<file path="src/rtl/tikr_fb_pkg.sv">
// tikr_frame_builder shared types: element and frame shapes, FSM states.
// Fill-order helper maps byte index k to the frame element it lands in.
package tikr_fb_pkg;

   typedef logic [1:0][2:2][4:1] elem_t;
   typedef elem_t frame_t [2:2][4:2][0:1][2:2];

   localparam int NELEM = 6;

   typedef elem_t [NELEM-1:0] ebuf_t;

   typedef enum logic [1:0] {
      IDLE = 2'd0,
      FILL = 2'd1,
      FULL = 2'd2,
      DROP = 2'd3
   } fb_state_e;

   typedef struct packed {
      logic [2:0] row;
      logic       col;
   } elem_idx_t;

   // k0,k1 -> row 4; k2,k3 -> row 3; k4,k5 -> row 2; even k -> col 0
   function automatic elem_idx_t elem_idx(input int k);
      elem_idx_t r;
      r.row = 3'(4 - k / 2);
      r.col = 1'(k % 2);
      return r;
   endfunction

   function automatic logic [7:0] elem_xor(input ebuf_t b);
      logic [7:0] x;
      x = '0;
      for (int i = 0; i < NELEM; i++) begin
         x = x ^ b[i];
      end
      return x;
   endfunction

endpackage

</file>
<file path="src/rtl/tikr_fb_timer.sv">
// Idle counter for partial frames; expire fires in the cycle
// whose edge would make the count reach limit. limit 0 never expires.
module tikr_fb_timer
   import tikr_fb_pkg::*;
(
   input  logic       clk,
   input  logic       rst_n,
   input  logic       clr,
   input  logic       en,
   input  logic [7:0] limit,
   output logic       expire
);

   logic [7:0] cnt_q, cnt_d;

   assign expire = en && (limit != 8'd0) &&
                   (cnt_q == limit - 8'd1);

   // count idle cycles, clear on any accepted byte or outside FILL
   always_comb begin
      cnt_d = cnt_q;
      if (clr) begin
         cnt_d = '0;
      end else if (en && !expire) begin
         cnt_d = cnt_q + 8'd1;
      end
   end

   // counter register
   always_ff @(posedge clk or negedge rst_n) begin
      if (!rst_n) begin
         cnt_q <= '0;
      end else begin
         cnt_q <= cnt_d;
      end
   end

endmodule

</file>
<file path="src/rtl/tikr_frame_builder.sv">
// Assembles six accepted bytes into one tikr frame with a one-deep slot.
// Optional frame_chk output (XOR of elements) under TIKR_FB_XOR_CHK_EN.
module tikr_frame_builder
   import tikr_fb_pkg::*;
#(
   parameter int FRAME_TIMEOUT = 15
) (
   input  logic       clk,
   input  logic       rst_n,
   input  logic [7:0] in_data,
   input  logic       in_valid,
   input  logic       in_last,
   output logic       in_ready,
   output frame_t     frame,
   output logic       frame_valid,
   input  logic       frame_ack,
   output logic       err_len,
   output logic       err_tmo,
`ifdef TIKR_FB_XOR_CHK_EN
   output logic [7:0] frame_chk,
`endif
   output logic [7:0] frame_cnt
);

   fb_state_e  state_q, state_d;
   logic [2:0] k_q, k_d;
   ebuf_t      buf_q, buf_d;
   ebuf_t      frame_q, frame_d;
   logic       vld_q, vld_d;
   logic [7:0] cnt_q, cnt_d;
   logic       err_len_q, err_len_d;
   logic       err_tmo_q, err_tmo_d;
   logic       accept, slot_free, write, expire;

   assign in_ready  = rst_n && (state_q != FULL);
   assign accept    = in_valid && in_ready;
   assign slot_free = !vld_q || frame_ack;

   tikr_fb_timer u_timer (
      .clk    (clk),
      .rst_n  (rst_n),
      .clr    (accept || (state_q != FILL)),
      .en     ((state_q == FILL) && !accept),
      .limit  (8'(FRAME_TIMEOUT)),
      .expire (expire)
   );

   // frame assembly FSM and output slot update
   always_comb begin
      state_d   = state_q;
      k_d       = k_q;
      buf_d     = buf_q;
      frame_d   = frame_q;
      vld_d     = vld_q && !frame_ack;
      cnt_d     = cnt_q;
      err_len_d = 1'b0;
      err_tmo_d = 1'b0;
      write     = 1'b0;
      unique case (state_q)
         IDLE: begin
            if (accept) begin
               buf_d[0] = in_data;
               if (in_last) begin
                  err_len_d = 1'b1;
               end else begin
                  state_d = FILL;
                  k_d     = 3'd1;
               end
            end
         end
         FILL: begin
            if (accept) begin
               buf_d[k_q] = in_data;
               if (k_q == 3'(NELEM - 1)) begin
                  if (!in_last) begin
                     err_len_d = 1'b1;
                     state_d   = DROP;
                  end else if (slot_free) begin
                     write   = 1'b1;
                     state_d = IDLE;
                  end else begin
                     state_d = FULL;
                  end
               end else if (in_last) begin
                  err_len_d = 1'b1;
                  state_d   = IDLE;
               end else begin
                  k_d = k_q + 3'd1;
               end
            end else if (expire) begin
               err_tmo_d = 1'b1;
               state_d   = IDLE;
            end
         end
         FULL: begin
            if (slot_free) begin
               write   = 1'b1;
               state_d = IDLE;
            end
         end
         DROP: begin
            if (accept && in_last) begin
               state_d = IDLE;
            end
         end
         default: state_d = IDLE;
      endcase
      if (write) begin
         frame_d = buf_d;
         vld_d   = 1'b1;
         cnt_d   = cnt_q + 8'd1;
      end
   end

   // state, buffer and output slot registers
   always_ff @(posedge clk or negedge rst_n) begin
      if (!rst_n) begin
         state_q   <= IDLE;
         k_q       <= '0;
         buf_q     <= '0;
         frame_q   <= '0;
         vld_q     <= 1'b0;
         cnt_q     <= '0;
         err_len_q <= 1'b0;
         err_tmo_q <= 1'b0;
      end else begin
         state_q   <= state_d;
         k_q       <= k_d;
         buf_q     <= buf_d;
         frame_q   <= frame_d;
         vld_q     <= vld_d;
         cnt_q     <= cnt_d;
         err_len_q <= err_len_d;
         err_tmo_q <= err_tmo_d;
      end
   end

   for (genvar g = 0; g < NELEM; g++) begin : g_map
      localparam elem_idx_t IX = elem_idx(g);
      assign frame[2][IX.row][IX.col][2] = frame_q[g];
   end

   assign frame_valid = vld_q;
   assign frame_cnt   = cnt_q;
   assign err_len     = err_len_q;
   assign err_tmo     = err_tmo_q;

`ifdef TIKR_FB_XOR_CHK_EN
   logic [7:0] chk_q, chk_d;

   // check byte follows the slot: loaded only when frame is written
   always_comb begin
      chk_d = chk_q;
      if (write) begin
         chk_d = elem_xor(buf_d);
      end
   end

   // check byte register
   always_ff @(posedge clk or negedge rst_n) begin
      if (!rst_n) begin
         chk_q <= '0;
      end else begin
         chk_q <= chk_d;
      end
   end

   assign frame_chk = chk_q;
`endif

endmodule

</file>
<file path="config.mk">
export PLATFORM = sky130hd
export DESIGN_NAME = tikr_frame_builder
export DESIGN_NICKNAME = d
export VERILOG_FILES = /design/src/rtl/tikr_fb_pkg.sv /design/src/rtl/tikr_fb_timer.sv /design/src/rtl/tikr_frame_builder.sv
export SDC_FILE = /design/constraint.sdc
export NUM_CORES = 1
export LEC_CHECK = 0
export CORE_ASPECT_RATIO = 0.75
export CORE_MARGIN = 2
export CORE_UTILIZATION = 49
export DETAILED_ROUTE_END_ITERATION = 10
export PLACE_DENSITY_LB_ADDON = 0.25
export SYNTH_ARGS = -nofsm -noshare
export SYNTH_HDL_FRONTEND = slang
export SYNTH_SLANG_ARGS = --single-unit
</file>
<file path="constraint.sdc">
create_clock -name clk -period 2.4 [get_ports clk]
set_input_delay 0.72 -clock clk [delete_from_list [all_inputs] [get_ports clk]]
set_output_delay 0.72 -clock clk [all_outputs]
set_load 0.05 [all_outputs]
</file>
# Word level (Yosys, flattened, before mapping)
# Cells that the tools add are included.
dict set report word_totals {
  regBits 120
  latch_bits 0
  mem_bits_rw 0
  mem_bits_ro 0
  input_bits 13
  output_inout_bits 60
  word_cells 112
  mem_count 0
}
dict set report classes {
  addsub 3
  n_mul 0
  div_mod_pow 0
  magnitude_cmp 2
  eq_ne 16
  shifts 0
  muxes 41
  bitwise 0
  n_reduce_logical 19
}
# cell count
set ops {}
lappend ops {{bitwise mux 48 bit} 1}
lappend ops {{two-way mux 48 bit} 1}
lappend ops {{two-way mux 40 bit} 1}
lappend ops {{two-way mux 8 bit} 4}
lappend ops {{demux 8 bit (select 3 bit)} 1}
lappend ops {{two-way mux 2 bit} 10}
lappend ops {{adder 8 x 1 -> 8 bit (second input constant)} 2}
lappend ops {{!= test 2 bit (second input constant)} 8}
lappend ops {{one-hot mux 8 bit (2 select lines)} 1}
lappend ops {{two-way mux 3 bit} 5}
lappend ops {{two-way mux 1 bit} 13}
lappend ops {{AND reduction 6 bit} 2}
lappend ops {{equality test 8 x 4 -> 1 bit (second input constant)} 1}
lappend ops {{logical AND 1 bit} 8}
lappend ops {{one-hot mux 2 bit (4 select lines)} 1}
lappend ops {{one-hot mux 3 bit (2 select lines)} 1}
lappend ops {{equality test 2 bit (second input constant)} 2}
lappend ops {{logical NOT 1 bit} 4}
lappend ops {{< comparator 3 x 4 -> 1 bit (second input constant)} 1}
lappend ops {{!= test 4 x 3 -> 1 bit (second input constant)} 1}
lappend ops {{one-hot mux 1 bit (2 select lines)} 2}
lappend ops {{nonzero test 2 bit} 2}
lappend ops {{adder 3 x 1 -> 3 bit (second input constant)} 1}
lappend ops {{equality test 3 bit (second input constant)} 1}
lappend ops {{other kinds (6)} 7}

# Longest topological paths before layout
dict set report depth {
  depth_word 10
  depth_mapped 11
  mapped_depth_nobuf 8
}

# Cells and area by module
# From an unflattened synthesis, not the netlist that was laid out.
dict set report hier_totals {
  cells_unflattened 440
  area_unflattened_um2 5724.2
}
# mod instances cells_per_inst area_each_um2 seq_area_each_um2
set modules_own_cells {}
lappend modules_own_cells {tikr_frame_builder 1 352 4912.2 2802.7}
lappend modules_own_cells {tikr_fb_timer 1 88 812.0 200.2}

# Worst setup path before layout
# OpenSTA, ideal clock, no wires.
dict set report synth_timing {
  path_kind {reg-to-reg}
  start {reg k_q[1]}
  end {reg frame_q (netlist bit frame[19])}
  setup_time_ns 0.125
  arrival_ns 2.125
  required_ns 2.275
  setup_slack_ns 0.150
  path_stages_with_launch 12
  path_buffers 3
  period_less_slack_ns 2.250
  path_cell_list {dfrtp_1 -> clkbuf_1 -> inv_1 -> ha_1 -> nand2_1 -> inv_1 -> nand3_1 -> o21a_1 -> nand2b_1 -> buf_2 -> buf_6 -> mux2_2}
}
dict set report synth_via {
  elab_chain_len 7
  word_cells_on_any_way 12
  classes_between {2 x order compare; 1 x eq/ne; 8 x mux; 1 x reduce/logical}
}
# element line
set synth_lines {}
lappend synth_lines {{from (decl)} tikr_frame_builder.sv:26} ;# logic [2:0] k_q, k_d;
lappend synth_lines {{from (signal assigned)} tikr_frame_builder.sv:128} ;# k_q <= k_d;
lappend synth_lines {{< comparator 3 x 4 -> 1 bit (implied by the code) / >= comparator 3 x 1 -> 1 bit (equally long branches)} tikr_frame_builder.sv:73} ;# buf_d[k_q] = in_data;
lappend synth_lines {{logical AND 1 bit (implied by the code)} tikr_frame_builder.sv:73}
lappend synth_lines {{two-way mux 8 bit (implied by the code)} tikr_frame_builder.sv:73}
lappend synth_lines {{demux 8 bit (select 3 bit)} tikr_frame_builder.sv:73}
lappend synth_lines {{bitwise mux 48 bit} tikr_frame_builder.sv:73}
lappend synth_lines {{two-way mux 48 bit} tikr_frame_builder.sv:72} ;# if (accept) begin
lappend synth_lines {{two-way mux 40 bit} tikr_frame_builder.sv:59} ;# unique case (state_q)
lappend synth_lines {{to (signal assigned)} tikr_frame_builder.sv:130} ;# frame_q <= frame_d;
lappend synth_lines {{to (decl)} tikr_frame_builder.sv:28} ;# ebuf_t frame_q, frame_d;
# Parallel ways exist; a longest one is shown, timed or not.
# A chain may end at the register's enable or synchronous reset.

# Final worst setup path
dict set report layout_timing {
  start {in in_valid}
  end {reg state_q[1]}
}
dict set report layout_via {
  elab_chain_len 6
  word_cells_on_any_way 12
  classes_between {4 x eq/ne; 2 x mux; 6 x reduce/logical}
}
# element line
set layout_lines {}
lappend layout_lines {{from (decl)} tikr_frame_builder.sv:11} ;# input logic in_valid,
lappend layout_lines {{logical AND 1 bit *} tikr_frame_builder.sv:36} ;# assign accept = in_valid && in_ready;
lappend layout_lines {{logical NOT 1 bit} tikr_frame_builder.sv:43} ;# .en ((state_q == FILL) && !accept),
lappend layout_lines {{logical AND 1 bit} tikr_frame_builder.sv:43}
lappend layout_lines {{logical AND 1 bit} tikr_fb_timer.sv:16} ;# assign expire = en && (limit != 8'd0) &&
lappend layout_lines {{!= test 3 x 2 -> 1 bit (no source line)} n/a}
lappend layout_lines {{AND reduction 6 bit (no source line)} n/a}
lappend layout_lines {{to (signal assigned)} tikr_frame_builder.sv:127} ;# state_q <= state_d;
lappend layout_lines {{to (decl)} tikr_frame_builder.sv:25} ;# fb_state_e state_q, state_d;
# Mark *: on every way between the ends. The rest lies on a longest branch, timed or not.

==> impl_metrics.toml <==
[outcome]
status = "completed"

[worst_setup_path]
crit_arrival_ns = 2.65
r2r.worst_path.cells = 7
worstSetupStartpointType = "input pin"
cp.required_ns = 2.69
crit_path_end_kind = "flip-flop"
crit_type = "in2reg"
critical_path.max_fanout = 5

[final_layout]
fillers = 757
antennaDiodeCount = 0
fin_nets = 506
drive_gt1_share_pct = 33.1
synthesis_to_finish_area_growth_pct = 33.2
final_util_pct = 67.0
post_layout_nonfiller_instances = 632

[run]
drv.max_cap_violation_count = 0

[global_routing]
grtUsageMet3_pct = 6.71
use_met1_pct = 29.7
grt_start_max_net_pins = 78
grt_util_met2_pct = 32.3
grt_remaining_overflow = 0
top_usage_layer = "met2"
number_of_antenna_violations_at_the_first_check_in_global_routing = 0
grt_pass1_vias = 3531
grt_first_pass_wirelength_microns = 18300
grt_usage_pct = 21.5

[placed_design]
dp_hpwl_microns = 7180
numPlacedInstances = 600
gp_congestion = 0.831
placement.io_buffers = 72

[cts]
clk_path_buf_depth = 2
ctsHtreeMaxLevel = 4
cts_tree = "done"
clkTransAtPathRegs_ns = 0.06
clock_sink_count = 120
ctsRootBufferMaster = "sky130_fd_sc_hd__clkbuf_16"
numCtsBuffers = 17
insertion_delay_ns = 0.41
post_cts_buffers = 0

[floorplan]
initial_core_util_pct = 50.3
die_area_sq_um = 11400
floorplan.die.width_microns = 122
placementRows = 32
pin_count = 73
die-height_microns = 92.9
design.core.area_sq_um = 10200

[synthesis]
ys_seq_area_share_pct = 58.2
synthesis.instances = 381
mappedNetlistArea_sq_um = 5160
ys_types = 46
postSynthRegisterBits = 120
largest_cells_by_area_after_synthesis = "sky130_fd_sc_hd__dfrtp_1 (58%), sky130_fd_sc_hd__mux2_2 (18%), sky130_fd_sc_hd__ha_1 (2.4%)"
synth_top_flop_cell = "sky130_fd_sc_hd__dfrtp_1"
syn_area_per_cell_sq_um = 13.5
yosysTopAreaCell = "sky130_fd_sc_hd__dfrtp_1"
number_of_flops_mapped_to_enable_cells_by_yosys = 0
synth_top_area_share_pct = 58.2
synth_async_sr_flop_share_pct = 100
synth.yosys.warnings = 0
mappedNetlistNets = 404

[sta]
drv_slew = 0
finalHoldViolCount = 0
finalSetupViolations = 0
tns_ns = 0
clock_skew_ns = 0.00872
min_clock_period_post_route_ns = 2.36
worst_slew_pin_slew_ns = 0.935
period_share_pct = 98.5
maximum_achievable_frequency_mhz = 423
slew_headroom_pct = 37.7
setup_repair_after_global_routing_missed_its_margin = "false"

[drt]
dr.pass1.iters = 4
drt_drc_violations_left = 0
wirelength_microns = 11100
routed_wire_length_per_instance_microns = 17.6
drtAntennaViolNets = 0
first_iter_violations = 165
dr_total_vias = 3431
route.detailed.vias_per_inst = 5.43

[hold_path]
worstHoldPathType = "in2async"

[pwr]
totalPowerFinal_uw = 6800
cellLeakagePower_uw = 0.00337
ir_worst_vdd_mv = 0.591
powerDensity_nw_per_um2 = 990
## metal layers
metal | wire length [microns] | share of wire, %
met1 | 5220 | 47
met2 | 5200 | 47
met3 | 547 | 4.9
met4 | 175 | 1.6
met5 | 0 | 0
## cells in the final DEF (no fill, tap or decap), types with 2 or more instances in the layout
cell and n:
sky130_fd_sc_hd__a21oi_1 4, sky130_fd_sc_hd__a31oi_1 9, sky130_fd_sc_hd__a32oi_1 8, sky130_fd_sc_hd__and3_1 9, sky130_fd_sc_hd__buf_12 5, sky130_fd_sc_hd__buf_4 26
sky130_fd_sc_hd__bufinv_16 3, sky130_fd_sc_hd__clkbuf_16 17, sky130_fd_sc_hd__clkbuf_8 3, sky130_fd_sc_hd__clkdlybuf4s50_1 65, sky130_fd_sc_hd__clkinv_2 3, sky130_fd_sc_hd__clkinvlp_4 4
sky130_fd_sc_hd__dfrtp_1 120, sky130_fd_sc_hd__dlymetal6s2s_1 5, sky130_fd_sc_hd__ha_1 8, sky130_fd_sc_hd__inv_1 7, sky130_fd_sc_hd__mux2_2 82, sky130_fd_sc_hd__mux2_4 8
sky130_fd_sc_hd__nand2_1 14, sky130_fd_sc_hd__nand3_1 23, sky130_fd_sc_hd__nand3b_1 2, sky130_fd_sc_hd__nand4_1 2, sky130_fd_sc_hd__nor2_1 16, sky130_fd_sc_hd__nor3_1 6
sky130_fd_sc_hd__o21ai_0 2, sky130_fd_sc_hd__or4_1 2, sky130_fd_sc_hd__xnor2_1 3, sky130_fd_sc_hd__xor2_1 11
## critical path, stage by stage
cell and delay [ns]:
sky130_fd_sc_hd__clkdlybuf4s50_1 0.48, sky130_fd_sc_hd__nand3b_1 0.19, sky130_fd_sc_hd__a2111oi_0 0.47, sky130_fd_sc_hd__nor3_1 0.13, sky130_fd_sc_hd__a311oi_2 0.32, sky130_fd_sc_hd__mux2_1 0.35
## cell usage after synthesis, types with 2 or more instances
cell / number
sky130_fd_sc_hd__o21ai_0: 2
sky130_fd_sc_hd__xor2_1: 11
sky130_fd_sc_hd__a21oi_1: 4
sky130_fd_sc_hd__nand4_1: 2
sky130_fd_sc_hd__and3_1: 9
sky130_fd_sc_hd__inv_1: 8
sky130_fd_sc_hd__a31oi_1: 9
sky130_fd_sc_hd__nand2_1: 14
sky130_fd_sc_hd__nand3_1: 23
sky130_fd_sc_hd__buf_6: 6
sky130_fd_sc_hd__nand3b_1: 2
sky130_fd_sc_hd__clkbuf_1: 10
sky130_fd_sc_hd__nor2_1: 16
sky130_fd_sc_hd__a32oi_1: 8
sky130_fd_sc_hd__nand2b_1: 2
sky130_fd_sc_hd__mux2_4: 8
sky130_fd_sc_hd__ha_1: 10
sky130_fd_sc_hd__mux2_2: 82
sky130_fd_sc_hd__or4_1: 2
sky130_fd_sc_hd__nor3_1: 6
sky130_fd_sc_hd__dfrtp_1: 120
sky130_fd_sc_hd__xnor2_1: 3
## stage by stage
stage                     cell area (sq um)  worst slack (ns)  hold slack, ns
after floorplan                        5160             0.150           0.424
after global placement                 6210            -0.348           0.459
after detailed placement               6210            -0.366           0.474
after CTS                              6830           0.00954           0.285
after global routing                   6870           0.00595           0.288
final                                  6870            0.0357           0.294
## worst paths after layout
kind / start / endpoint / slack (ns)
setup / recovery: in_valid / state_q[1] / 0.04
hold / removal: rst_n / frame_cnt[3] / 0.29
max in group asynchronous: rst_n / frame[24] / 0.94
min in group clk: frame_cnt[7] / frame_cnt[7] / 0.48
hold reg to reg: frame_cnt[7] / frame_cnt[7] / 0.48
setup reg to reg: state_q[0] / state_q[1] / 0.11
## cells by family after synthesis
logic type | after synthesis | share of synthesized area (%)
DFF | 120 | 58.2
AOI/OAI and AO/OA | 31 | 4.39
xor gates and xnor gates | 14 | 2.38
and+or+nand+nor | 88 | 9.15
muxes | 92 | 20.6
adders and majority gates | 10 | 2.43
buffers and inverters | 26 | 2.79
## area by class of cell
type | count | area [sq um] | area share, %
clock inverter | 11 | 144 | 2.10
tap | 136 | 170 | 2.48
inverter | 8 | 30.0 | 0.437
multi-input combinational | 235 | 2040 | 29.7
sequential | 120 | 3000 | 43.7
clock buffer | 21 | 470 | 6.85
timing repair buffer | 101 | 1010 | 14.7
## state kept, by name (all words and copies together) (netlist names)
register	cells
err_tmo	1
frame_valid	1
u_timer.cnt_q	8
k_q	3
buf_q	48
state_q	2
frame	48
err_len	1
frame_cnt	8
## timing repair
action	4_1_cts	5_1_grt
hold endpoints to repair	0	0
hold buffers	0	0
resized for setup	0	11
setup endpoints to repair	0	59
## where the power goes
part | total (uW) | internal [uW] | leakage [uW] | switching (uW)
logic | 1580 | 699 | 0.00147 | 884
clock network | 2620 | 1710 | 0.000291 | 903
registers | 2600 | 2410 | 0.00162 | 198
Power figures use the tool's default switching activity.
